===== src/rtl/ahb_ssram_ctrl.sv =====
//------------------------------------------------------------------------------
// ahb_ssram_ctrl : AHB-Lite slave front-end for a 4-lane synchronous SRAM
// Rev 1.0
//------------------------------------------------------------------------------
`default_nettype none

module ahb_ssram_ctrl #(
  parameter int ADDR_WIDTH = 10
) (
  input  logic                  HCLK,
  input  logic                  HRESETn,
  input  logic                  HSEL,
  input  logic [31:0]           HADDR,
  input  logic [1:0]            HTRANS,
  input  logic                  HWRITE,
  input  logic [2:0]            HSIZE,
  input  logic [31:0]           HWDATA,
  input  logic                  HREADY,
  output logic                  HREADYOUT,
  output logic                  HRESP,
  output logic [31:0]           HRDATA,
  output logic                  ram_en,
  output logic [3:0]            ram_we,
  output logic [ADDR_WIDTH-1:0] ram_addr,
  output logic [31:0]           ram_din,
  input  logic [31:0]           ram_dout
);

  typedef enum logic [2:0] {
    IDLE    = 3'd0,
    WR_DATA = 3'd1,
    RD_DATA = 3'd2,
    RD_WAIT = 3'd3,
    ERR1    = 3'd4,
    ERR2    = 3'd5
  } state_t;

  state_t                state, state_nxt;
  logic                  wr_q;
  logic                  err_q;
  logic [3:0]            mask_q;
  logic [ADDR_WIDTH-1:0] addr_q;

  logic                  accept;
  logic                  ready_state;
  logic                  err_c;
  logic [3:0]            mask_c;

  // Upper address bits alias and HTRANS[0] does not affect the decode
  logic unused_bits;
  assign unused_bits = &{1'b0, HADDR[31:ADDR_WIDTH+2], HTRANS[0]};

  assign accept      = HSEL & HTRANS[1] & HREADY;
  assign ready_state = (state == IDLE) || (state == WR_DATA) ||
                       (state == RD_DATA) || (state == ERR2);

  always_comb begin
    mask_c = 4'h0;
    case (HSIZE)
      3'd0:    mask_c = 4'b0001 << HADDR[1:0];
      3'd1:    mask_c = HADDR[1] ? 4'b1100 : 4'b0011;
      3'd2:    mask_c = 4'b1111;
      default: mask_c = 4'h0;
    endcase
  end

  assign err_c = (HSIZE > 3'd2) ||
                 ((HSIZE == 3'd1) && HADDR[0]) ||
                 ((HSIZE == 3'd2) && (HADDR[1:0] != 2'b00));

  assign HRDATA  = ram_dout;
  assign ram_din = HWDATA;

  always_ff @(posedge HCLK or negedge HRESETn) begin
    if (!HRESETn) begin
      state  <= IDLE;
      wr_q   <= 1'b0;
      err_q  <= 1'b0;
      mask_q <= 4'h0;
      addr_q <= '0;
    end else begin
      state <= state_nxt;
      if (ready_state && accept) begin
        wr_q   <= HWRITE;
        err_q  <= err_c;
        mask_q <= mask_c;
        addr_q <= HADDR[ADDR_WIDTH+1:2];
      end
    end
  end

  always_comb begin
    state_nxt = state;
    ram_en    = 1'b0;
    ram_we    = 4'h0;
    ram_addr  = addr_q;
    HREADYOUT = 1'b1;
    HRESP     = 1'b0;

    case (state)
      WR_DATA: begin
        ram_en = 1'b1;
        ram_we = mask_q & {4{wr_q & ~err_q}};
      end
      RD_WAIT: begin
        ram_en    = 1'b1;
        HREADYOUT = 1'b0;
        state_nxt = RD_DATA;
      end
      ERR1: begin
        HREADYOUT = 1'b0;
        HRESP     = 1'b1;
        state_nxt = ERR2;
      end
      ERR2: begin
        HRESP = 1'b1;
      end
      default: ;
    endcase

    // A new address phase can only land while the slave is ready
    if (ready_state) begin
      state_nxt = IDLE;
      if (accept) begin
        if (err_c) begin
          state_nxt = ERR1;
        end else if (HWRITE) begin
          state_nxt = WR_DATA;
        end else if (state == WR_DATA) begin
          state_nxt = RD_WAIT;
        end else begin
          state_nxt = RD_DATA;
          ram_en    = 1'b1;
          ram_we    = 4'h0;
          ram_addr  = HADDR[ADDR_WIDTH+1:2];
        end
      end
    end
  end

endmodule

`default_nettype wire


===== config.mk =====
export PLATFORM = sky130hd
export DESIGN_NAME = ahb_ssram_ctrl
export DESIGN_NICKNAME = d
export VERILOG_FILES = /design/src/rtl/ahb_ssram_ctrl.sv
export SDC_FILE = /design/constraint.sdc
export NUM_CORES = 1
export LEC_CHECK = 0
export CORE_MARGIN = 4
export CORE_UTILIZATION = 26
export CTS_CLUSTER_SIZE = 12
export DETAILED_ROUTE_END_ITERATION = 7
export HOLD_SLACK_MARGIN = 0.03
export PLACE_DENSITY = 0.87
export REMOVE_ABC_BUFFERS = 1
export SYNTH_ARGS = -nofsm -noshare
export SYNTH_HDL_FRONTEND = slang
export SYNTH_SLANG_ARGS = --single-unit
export TNS_END_PERCENT = 20

===== constraint.sdc =====
create_clock -name HCLK -period 2.44 [get_ports HCLK]
set_clock_uncertainty 0.1 [all_clocks]
set_input_delay 0.488 -clock HCLK [delete_from_list [all_inputs] [get_ports HCLK]]
set_output_delay 0.488 -clock HCLK [all_outputs]
set_load 0.05 [all_outputs]

==> metrics.cfg <==
[drt]
vias_per_cell=4.96
firstDrtPassIters=4
totalWireLength_um=8610
ant_nets=0
wl_per_cell_um=35.6
drt_iter0_markers=56
drcViolationCount=0
vias=1200

[synth]
synth_top_family_by_area=buffers and inverters
synth_fa_ha_area_frac=0
synth_cell_types=28
synth-seq-cells=19
synth-simple-area-share=0.166
yosysSeqAreaShare=0.313
yosysTopAreaCellShare=0.321
synth_area_per_cell_sq_um=8.64
synth.area.top_cells=buf_4, dfrtp_1, nand2_1, mux2_2, and2_1
async_flop_share=1.00
synth_largest_area_cell=buf_4
synth_compound_area_frac=0.0897
synth_mux_area_frac=0.0897
synthTopCellsByCount=buf_4, nand2_1, dfrtp_1
synth_edf_count=0
synth_warnings=0
syn_inst=176
syn-cell-area_sq_mm=0.00152
synth.most_common_cell=buf_4
synthXorXnorAreaFrac=0
ys.flop_type=dfrtp_1

[pwr]
power.density_mw_per_mm2=328
p_leak_nw=0.870
vdd_ir_drop_max_mv=0.164
total_power_mw=0.611

[global_routing]
antenna_found_initial=0
track_usage=0.233
grt_max_degree=21
grt_first_pass_wirelength_um=11100
first_global_vias=1181
grt_overflow=0

[place]
gp_congestion=0.921
port-buffer-count=37
post-place-cells=227
place_ws_ns=-0.428
place_hpwl_um=7620

[floorplanning]
io_pins=187
start_util=0.273
rows=27
die_x_um=84.5
die_height_um=84.5
coreArea_sq_mm=0.00557
die_area_sq_mm=0.00713

[critical_path]
setup.worst_path.start_class=input pin
cp.arrival_ns=1.88
cp-end-kind=output port
crit_type=input pin to output port
path_max_fanout=5
critPathRequiredTime_ns=1.85

[clock_network]
cts_buffers=3
path_clk_slew_ns=0.07
cts_tree=done
clock-sinks=19
clk_latency_ns=0.25
cts_buffer_depth=2
htreeDepth=1
clock-root-buffer=clkbuf_8

[timing]
slew_violations=0
finalWorstSetupSlack_ns=-0.0249
tightest_slew_ns=0.501
rsz0062_at_grt=yes
fmax_mhz=406
min_period_ns=2.46
setup_violations=5
layout_worst_path_cycle_share=1.01
setup_tns_ns=-0.0833
finalHoldViolations=0
slew_headroom=0.665

[layout]
nNetsFinal=277
final_core_util=0.334
drive_gt1_frac=0.376
syn2layout_area_growth_pct=22.4
diodes=0
final_cell_count_no_fill=242

[status]
violations=negative setup slack
status=finished, violations left

[worst_hold_path]
hold_class=flop to flop

[flow_run]
drv_cap=0

## critical path, cell delays in order
cell     delay [ns]
buf_6          0.09
buf_6          0.10
a211o_1        0.32
o31ai_4        0.07
buf_6          0.16
nand3_4        0.14
mux2_4         0.35
buf_12         0.15
## final timing paths
check                                    to  cells after the start       from  slack, ns
worst min register to register    addr_q[3]                      2  addr_q[3]       0.38
worst min-delay path              addr_q[3]                      2  addr_q[3]       0.38
worst max register to register     state[0]                      6   state[0]       0.78
worst max-delay path            ram_addr[9]                      8   HSIZE[0]      -0.02
min in group asynchronous          state[0]                      2    HRESETn       0.47
max in group asynchronous          state[2]                      2    HRESETn       1.54
## routing by layer
layer / vias up / share of wire / GRT usage
li1: 503 / - / -
met1: 524 / 0.16 / 0.107
met2: 149 / 0.54 / 0.455
met3: 24 / 0.24 / 0.252
met4: 0 / 0.062 / 0.112
met5: - / 0 / 0
## repair_timing
item,4_1_cts,5_1_grt
pin swaps,5,2
resized for setup,33,1
hold endpoints to repair,0,0
endpoints found under the setup margin,11,11
buffers inserted,10,0
cloned,1,0
hold buffers,0,0
## through the flow
stage	hold WS (ns)	area [sq um]
floorplan	0.0924	1010
global placement	0.353	1690
detailed placement	0.360	1690
CTS	0.378	1860
global route	0.404	1860
finish	0.376	1860
## cell type report
| class | count | area (sq um) |
|---|---|---|
| Tap cell | 72 | 90.1 |
| Sequential cell | 19 | 478 |
| Inverter | 2 | 7.51 |
| Timing Repair Buffer | 58 | 666 |
| Fill cell | 584 | 3710 |
| Multi-Input combinational cell | 87 | 574 |
| Clock buffer | 4 | 45.0 |
## logic make-up (layout without fill, tap and decap cells)
| kind of cell | Yosys count | count (layout) |
|---|---|---|
| flip-flops | 19 | 19 |
| AO/OA/AOI/OAI | 20 | 20 |
| buffers and inverters | 71 | 64 |
| multiplexers | 12 | 12 |
| AND/OR/NAND/NOR | 54 | 55 |
## where the power goes
group          total (mW)  internal (mW)  switching, mW
sequential          0.315          0.315              0
combinational      0.0729         0.0415         0.0314
clock               0.224          0.116          0.108
total               0.611          0.472          0.139
## placed cells by master, fill, tap and decap left out, types with 2 or more instances in the layout
| cell type | count |
|---|---|
| mux2_4 | 2 |
| a21oi_1 | 5 |
| buf_12 | 14 |
| mux2_2 | 8 |
| and2_1 | 5 |
| buf_4 | 20 |
| inv_1 | 2 |
| clkdlybuf4s50_1 | 13 |
| nand2_1 | 39 |
| dfrtp_1 | 17 |
| o21ai_0 | 6 |
| buf_6 | 5 |
| dfrtp_2 | 2 |
| clkbuf_8 | 3 |
| nand3_4 | 2 |
| o31ai_1 | 4 |
| dlygate4sd2_1 | 5 |
## sequential cells by signal (all words and copies together) (netlist names)
signal and flops:
addr_q 10, err_q 1, mask_q 4, state 3, wr_q 1
Power figures use the tool's default switching activity.
